## src/rtl/if_fetch_unit_pkg.sv

```systemverilog
// Shared definitions for the instruction-fetch stage: FSM encodings and fetch constants.
// Reused by the hazard unit and the benches.
package if_fetch_unit_pkg;

   typedef enum logic [1:0] {
      ST_BOOT  = 2'd0,
      ST_WAIT  = 2'd1,
      ST_READY = 2'd2,
      ST_DROP  = 2'd3
   } fetch_state_e;

   localparam logic [31:0] NOP        = 32'h0000_0000;
   localparam logic [31:0] INST_BYTES = 32'd4;

   function automatic logic [31:0] word_align(input logic [31:0] addr);
      return addr & ~32'h0000_0003;
   endfunction

endpackage

```

## src/rtl/if_fetch_unit_pc_reg.sv

```systemverilog
// Program counter register with asynchronous active-low reset and load enable.
module if_fetch_unit_pc_reg #(
   parameter logic [31:0] RESET_PC = 32'h0000_0000
) (
   input  logic        clk,
   input  logic        rst_n,
   input  logic        load,
   input  logic [31:0] next_pc,
   output logic [31:0] pc
);

   always_ff @(posedge clk or negedge rst_n) begin
      if (!rst_n) begin
         pc <= RESET_PC;
      end else if (load) begin
         pc <= next_pc;
      end
   end

endmodule

```

## src/rtl/if_fetch_unit.sv

```systemverilog
// Instruction-fetch stage: owns the PC, runs the imem req/ack handshake and presents
// {pc+4, instruction} (or a NOP bubble) to the IF/ID register.
module if_fetch_unit
   import if_fetch_unit_pkg::*;
#(
   parameter logic [31:0] RESET_PC = 32'h0000_0000
) (
   input  logic        clk_i,
   input  logic        rst_i,
   input  logic        hold_i,
   input  logic        glob_stall_i,
   input  logic        redirect_i,
   input  logic [31:0] redirect_pc_i,
   output logic        imem_req_o,
   output logic [31:0] imem_addr_o,
   input  logic        imem_ack_i,
   input  logic [31:0] imem_data_i,
   output logic        inst_valid_o,
   output logic [31:0] inst_o,
   output logic [31:0] pc_o
);

   fetch_state_e state, state_nxt;

   logic [31:0] pc;
   logic [31:0] pc_nxt;
   logic [31:0] pc_inc;
   logic        pc_load;

   logic [31:0] inst_buf_p0;
   logic        buf_load;
   logic [31:0] drop_addr;
   logic        drop_load;

   logic        accept;
   logic        redir;
   logic [31:0] redir_target;

   assign redir_target = word_align(redirect_pc_i);
   assign pc_inc       = pc + INST_BYTES;
   assign accept       = (state == ST_READY) & ~hold_i & ~glob_stall_i;
   assign redir        = redirect_i & ~glob_stall_i;

   if_fetch_unit_pc_reg #(
      .RESET_PC (RESET_PC)
   ) u_pc_reg (
      .clk     (clk_i),
      .rst_n   (rst_i),
      .load    (pc_load),
      .next_pc (pc_nxt),
      .pc      (pc)
   );

   always_ff @(posedge clk_i or negedge rst_i) begin
      if (!rst_i) begin
         state <= ST_BOOT;
      end else begin
         state <= state_nxt;
      end
   end

   // A request abandoned by a redirect must still be completed at its original
   // address, so that address is parked here while pc already points at the target.
   always_ff @(posedge clk_i or negedge rst_i) begin
      if (!rst_i) begin
         inst_buf_p0 <= NOP;
         drop_addr   <= RESET_PC;
      end else begin
         if (buf_load) begin
            inst_buf_p0 <= imem_data_i;
         end
         if (drop_load) begin
            drop_addr <= pc;
         end
      end
   end

   always_comb begin
      state_nxt   = state;
      pc_load     = 1'b0;
      pc_nxt      = pc;
      buf_load    = 1'b0;
      drop_load   = 1'b0;
      imem_req_o  = 1'b0;
      imem_addr_o = pc;

      case (state)
         ST_BOOT: begin
            state_nxt = ST_WAIT;
         end

         ST_WAIT: begin
            imem_req_o  = 1'b1;
            imem_addr_o = pc;
            if (imem_ack_i && redir) begin
               pc_load = 1'b1;
               pc_nxt  = redir_target;
            end else if (imem_ack_i) begin
               buf_load  = 1'b1;
               state_nxt = ST_READY;
            end else if (redir) begin
               pc_load   = 1'b1;
               pc_nxt    = redir_target;
               drop_load = 1'b1;
               state_nxt = ST_DROP;
            end
         end

         ST_DROP: begin
            imem_req_o  = 1'b1;
            imem_addr_o = drop_addr;
            if (redir) begin
               pc_load = 1'b1;
               pc_nxt  = redir_target;
            end
            if (imem_ack_i) begin
               state_nxt = ST_WAIT;
            end
         end

         ST_READY: begin
            if (redir) begin
               pc_load   = 1'b1;
               pc_nxt    = redir_target;
               state_nxt = ST_WAIT;
            end else if (accept) begin
               pc_load     = 1'b1;
               pc_nxt      = pc_inc;
               imem_req_o  = 1'b1;
               imem_addr_o = pc_inc;
               if (imem_ack_i) begin
                  buf_load = 1'b1;
               end else begin
                  state_nxt = ST_WAIT;
               end
            end
         end

         default: begin
            state_nxt = ST_BOOT;
         end
      endcase
   end

   // Presentation depends on registered state only.
   assign inst_valid_o = (state == ST_READY);
   assign inst_o       = inst_valid_o ? inst_buf_p0 : NOP;
   assign pc_o         = pc_inc;

endmodule

```

## config.mk

```make
export PLATFORM = sky130hd
export DESIGN_NAME = if_fetch_unit
export DESIGN_NICKNAME = d
export VERILOG_FILES = /design/src/rtl/if_fetch_unit_pkg.sv /design/src/rtl/if_fetch_unit_pc_reg.sv /design/src/rtl/if_fetch_unit.sv
export SDC_FILE = /design/constraint.sdc
export NUM_CORES = 1
export LEC_CHECK = 0
export CORE_MARGIN = 2
export CORE_UTILIZATION = 30
export DETAILED_ROUTE_END_ITERATION = 8
export PLACE_DENSITY = 0.59
export SLEW_MARGIN = 40
export SYNTH_ARGS = -nofsm -noshare
export SYNTH_HDL_FRONTEND = slang
export SYNTH_SLANG_ARGS = --single-unit
```

## constraint.sdc

```tcl
create_clock -name clk_i -period 3.7 [get_ports clk_i]
set_clock_uncertainty 0.2 [all_clocks]
set_input_delay 0.74 -clock clk_i [delete_from_list [all_inputs] [get_ports clk_i]]
set_output_delay 0.74 -clock clk_i [all_outputs]
set_load 0.005 [all_outputs]
```

Yosys cells after proc, flatten, opt, wreduce, memory -nomap -nowiden
Cells that the tools add are included.

storage, ports and cells
  logic and storage cells = 57
  bits of input ports = 70
  register bits = 98
  output and inout port bits = 98

cells by class
  add/sub/neg operators = 1
  reductions and logical operators = 6
  equal/unequal tests = 9
  multiplexer cells = 32
  bitwise gates (word level) = 5

operators by type and width
  kind                                                                   count
  32-bit two-way mux                                                     7
  32-bit case mux with 3 select lines                                    1
  32-bit case mux with 2 select lines                                    1
  32-bit by 3-bit adder with 32-bit output, second input constant        1
  2-bit two-way mux                                                      7
  1-bit two-way mux                                                      12
  2-bit case mux with 4 select lines                                     1
  3-bit != test, second input constant                                   2
  5-bit AND reduction                                                    1
  2-bit equality test, second input constant                             2
  2-bit != test, second input constant                                   2
  1-bit case mux with 2 select lines                                     2
  1-bit bitwise AND                                                      3
  3-bit by 1-bit != test with 1-bit output, second input constant        1
  3-bit by 2-bit != test with 1-bit output, second input constant        1
  1-bit case mux with 3 select lines                                     1
  3-bit AND reduction                                                    1
  3-bit nonzero test                                                     1
  2-bit by 1-bit equality test with 1-bit output, second input constant  1
  2-bit logical NOT                                                      1
  1-bit inverter                                                         2
  2-bit OR reduction                                                     1
  1-bit logical AND                                                      1

Depth between registers and ports, before layout
  word-level depth = 7
  gate-level depth with buffers = 10
  gate-level depth less buffers = 8

By module
From an unflattened synthesis, not the netlist that was laid out.

second synthesis, totals
  cell total of the unflattened synthesis = 783
  area, all modules = 7123.1 µm²

by module, submodules not included
  module                seq. area each (µm²)  times used  area each (µm²)  cells an instance
  if_fetch_unit         1651.6                1           5778.0           715
  if_fetch_unit_pc_reg  800.8                 1           1345.0           68

Worst setup path after synthesis
No wires, ideal clock.

  kind = input port to output port
  start = input port redirect_i
  end = output port imem_addr_o[13]
  path buffers = 3
  setup slack = 0.578 ns
  data required time = 2.760 ns
  arrival = 2.182 ns
  cell stages on the path = 8
  cell sequence = clkbuf_1 -> or3_1 -> clkbuf_1 -> nor2_1 -> buf_2 -> nand4_1 -> a32oi_1 -> o21ai_0

on the way
  cells in the longest elaborated chain, start to end = 3

ends and longest elaborated chain
  element                              line                  RTL
  start: declaration                   if_fetch_unit.sv:12   input logic redirect_i,
  1-bit bitwise AND                    if_fetch_unit.sv:42   assign redir = redirect_i & ~glob_stall_i;
  32-bit two-way mux                   if_fetch_unit.sv:122  if (redir) begin
  32-bit case mux with 2 select lines  if_fetch_unit.sv:87   case (state)
  end: declaration                     if_fetch_unit.sv:15   output logic [31:0] imem_addr_o,

Every way passes these cells.

Worst setup path in the final report
  start = input port glob_stall_i
  end = output port imem_addr_o[22]

on the way
  cells in the longest elaborated chain, start to end = 5
  elaborated cells between the ends (all ways) = 6
  classes of those cells = mux (3); bitwise (3)

ends and longest elaborated chain
  element                                line                                      RTL
  start: declaration                     if_fetch_unit.sv:11                       input logic glob_stall_i,
  1-bit inverter *                       if_fetch_unit.sv:41, if_fetch_unit.sv:42
  1-bit bitwise AND                      if_fetch_unit.sv:41                       assign accept = (state == ST_READY) & ~hold_i & ~glob_stall_i;
  32-bit two-way mux                     if_fetch_unit.sv:126                      end else if (accept) begin
  32-bit two-way mux *                   if_fetch_unit.sv:122
  32-bit case mux with 2 select lines *  if_fetch_unit.sv:87

Every way passes the cells marked *; elsewhere a longest branch is shown, timed or not.

==> results.yml <==
run_status:
  status: "finished, final reports clean"
clocking:
  insertion_delay_ns: 0.36
  cts_buffers: 9
  cts-root-buf: "clkbuf_16"
  cts_buffer_depth: 2
  cts_tree: "built"
  htreeDepth: 3
  clk_pin_slew_ns: 0.07
  cts.sinks: 98
setup_path:
  worst_ep_required_time_ns: 2.76
  worstPathMaxFanout: 7
  startpoint_type: "primary input"
  crit_type: "primary input to output port"
  end_kind: "output port"
  crit_arrival_ns: 2.74
routing:
  drc: 0
  vias: 6723
  post_drt_wl_per_cell_um: 19.4
  totalWireLength_um: 24400
  drt_iter0_markers: 482
  ant_nets: 0
  vias_per_cell: 5.35
  dr.pass1.iters: 7
floorplanning:
  rows: 53
  die_y_um: 151
  initial_core_util: 0.308
  pin_count: 168
  dieWidth_um: 151
  fp.coreArea_um2: 21200
  die_area_um2: 22900
min_path:
  hold_class: "primary input to async pin"
global_route:
  met2_usage: 0.335
  grt_overflow_total: 0
  grt_antenna_before_repair: 3
  top_usage_layer: "met2"
  met3_usage: 0.0690
  grt_pass1_vias: 6550
  grt_max_degree: 56
  grt_pass1_wl_um: 36800
  grt_use_met1: 0.278
  track_usage: 0.212
timing:
  setup_slack_ns: 0.0156
  timing.final.crit_share: 0.996
  worst_slew_pin_slew_ns: 0.553
  hold_viol: 0
  slew_violations: 0
  setup_viol: 0
  rsz0062_at_grt: "true"
  slew_headroom: 0.631
  period_minus_slack_ns: 3.68
  fmax_ghz: 0.271
final_layout:
  syn_to_final_growth_pct: 51.1
  drive_gt1_frac: 0.286
  fin_area_um2: 9830
  fin_nets: 1050
power:
  comb_power_share: 0.595
  vdd_drop_max_v: 0.000306
  seqPwrFrac: 0.272
  leakage_nw: 4.12
  powerDensity_nw_per_um2: 699
  power_frac_clock: 0.133
  p_sw_frac: 0.391
  internal_power_mw: 4.19
  p_switching_mw: 2.69
synth:
  netlist_area_um2: 6510
  ys_top_cells_by_area: "dfrtp_1 38%, mux2_2 12%, o21ai_0 4.1%"
  synth.distinct_cells: 70
  syn_area_per_cell_um2: 8.96
  synth_top_area_frac: 0.377
  synth_edf_count: 0
  yosysSeqAreaShare: 0.377
  synth_flop_cell: "dfrtp_1"
  ys_ff_latch: 98
  yosysWarnings: 0
  yosys.area.top_type: "dfrtp_1"
  syn_nets: 801
  yosysMostFrequentCell: "dfrtp_1"
  ys_top_cells_by_count: "98 x dfrtp_1, 67 x mux2_2, 55 x nor2_1"
  synth_cells: 726
  synthArstFlopShare: 1.00
placed_design:
  numPortBuffers: 165
  post_dp_cell_area_um2: 9080
  place_congestion: 0.892
  hpwlAfterDp_um: 17900
  pre_cts_ws_ns: -0.360
flow_run:
  cap_violations: 0
-- layer usage --
| layer | up-vias | wire [um] |
|---|---|---|
| li1 | 3121 | - |
| met1 | 3248 | 10300 |
| met2 | 320 | 11100 |
| met3 | 32 | 2450 |
| met4 | 2 | 468 |
| met5 | - | 15 |
-- worst paths after layout --
kind / end / from / slack (ns) / cells after the start
max reg2reg: u_pc_reg.pc[15] / state[0] / 0.89 / 10
min in group clk_i: inst_buf_p0[9] / inst_buf_p0[9] / 0.30 / 1
max: imem_addr_o[22] / glob_stall_i / 0.02 / 7
max in group asynchronous: inst_buf_p0[13] / rst_i / 2.39 / 2
min: inst_buf_p0[3] / rst_i / 0.13 / 1
min reg2reg: inst_buf_p0[9] / inst_buf_p0[9] / 0.30 / 1
-- placed cells by master, fill, tap and decap left out, drive strengths merged, types with 4 or more instances in the layout --
| master | instances |
|---|---|
| nand3 | 23 |
| dfrtp | 98 |
| or3 | 5 |
| nor4 | 6 |
| a21oi | 40 |
| xor2 | 14 |
| dlygate4sd2 | 14 |
| and2 | 40 |
| xnor2 | 23 |
| mux2 | 67 |
| and4 | 5 |
| and3 | 11 |
| o221ai | 5 |
| a221o | 6 |
| o21ai | 55 |
| nand2 | 49 |
| nor3 | 23 |
| dlymetal6s2s | 10 |
| a22oi | 12 |
| a211oi | 10 |
| buf | 145 |
| nor2 | 55 |
| ha | 5 |
| o311ai | 4 |
| a32oi | 4 |
| clkbuf | 10 |
| a31oi | 7 |
| inv | 16 |
| nand4 | 11 |
| o22ai | 9 |
| a21o | 4 |
| clkdlybuf4s50 | 139 |
| o31ai | 4 |
| o211ai | 8 |
-- cells by family after synthesis --
logic type	count (synthesis)	share of synthesized area
AOI/OAI and AO/OA	196	0.199
xor gates and xnor gates	37	0.0498
adders and majority gates	5	0.00962
buffers and inverters	85	0.0573
DFF	98	0.377
muxes	67	0.116
and+or+nand+nor	238	0.192
-- power groups by stage --
stage,clock network (mW),registers (mW),logic (mW)
2_1_floorplan,0,1.75,2.09
3_3_place_gp,0,1.86,4.01
3_5_place_dp,0,1.88,4.03
4_1_cts,0.939,1.86,4.04
5_1_grt,0.983,1.94,4.42
6_report,0.913,1.87,4.09
-- flip-flops by register name, summed over array words and instances, names as in the netlist --
| name | count |
|---|---|
| drop_addr | 32 |
| inst_buf_p0 | 32 |
| u_pc_reg.pc | 32 |
| state | 2 |
-- metrics by stage --
stage	instances	power (mW)	util	hold slack, ns	setup TNS (ns)
after detailed placement	1212	5.92	0.429	0.286	-6.29
after floorplan	726	3.84	-	0.244	0
after global placement	1212	5.87	0.429	0.279	-6.15
after CTS	1240	6.84	0.452	0.265	-0.884
after global routing	1255	7.34	0.465	0.169	-0.0466
final	1256	6.87	0.465	0.135	0
-- critical path, cell delays in order --
cell             delay (ns)
dlygate4sd2_1          0.32
or3_4                  0.46
buf_8                  0.17
or3_1                  0.36
a21oi_1                0.15
o21ai_1                0.09
clkdlybuf4s50_1        0.45
-- layout make-up --
type,count,area [um^2]
fillers,2026,11300
multi-input cells,543,3930
repair buffers,309,2770
flip-flops and latches,98,2450
well taps,275,344
clock buffers,9,225
inverters,14,56.3
clock inverters,6,50.0
diodes,2,5.00
-- what timing repair did --
item / 4_1_cts / 5_1_grt
resized for setup: 47 / 41
endpoints found under the setup margin: 33 / 26
pin swaps: 9 / 12
setup buffers: 14 / 14
hold buffers: 0 / 0
(Power assumes the default switching activity.)
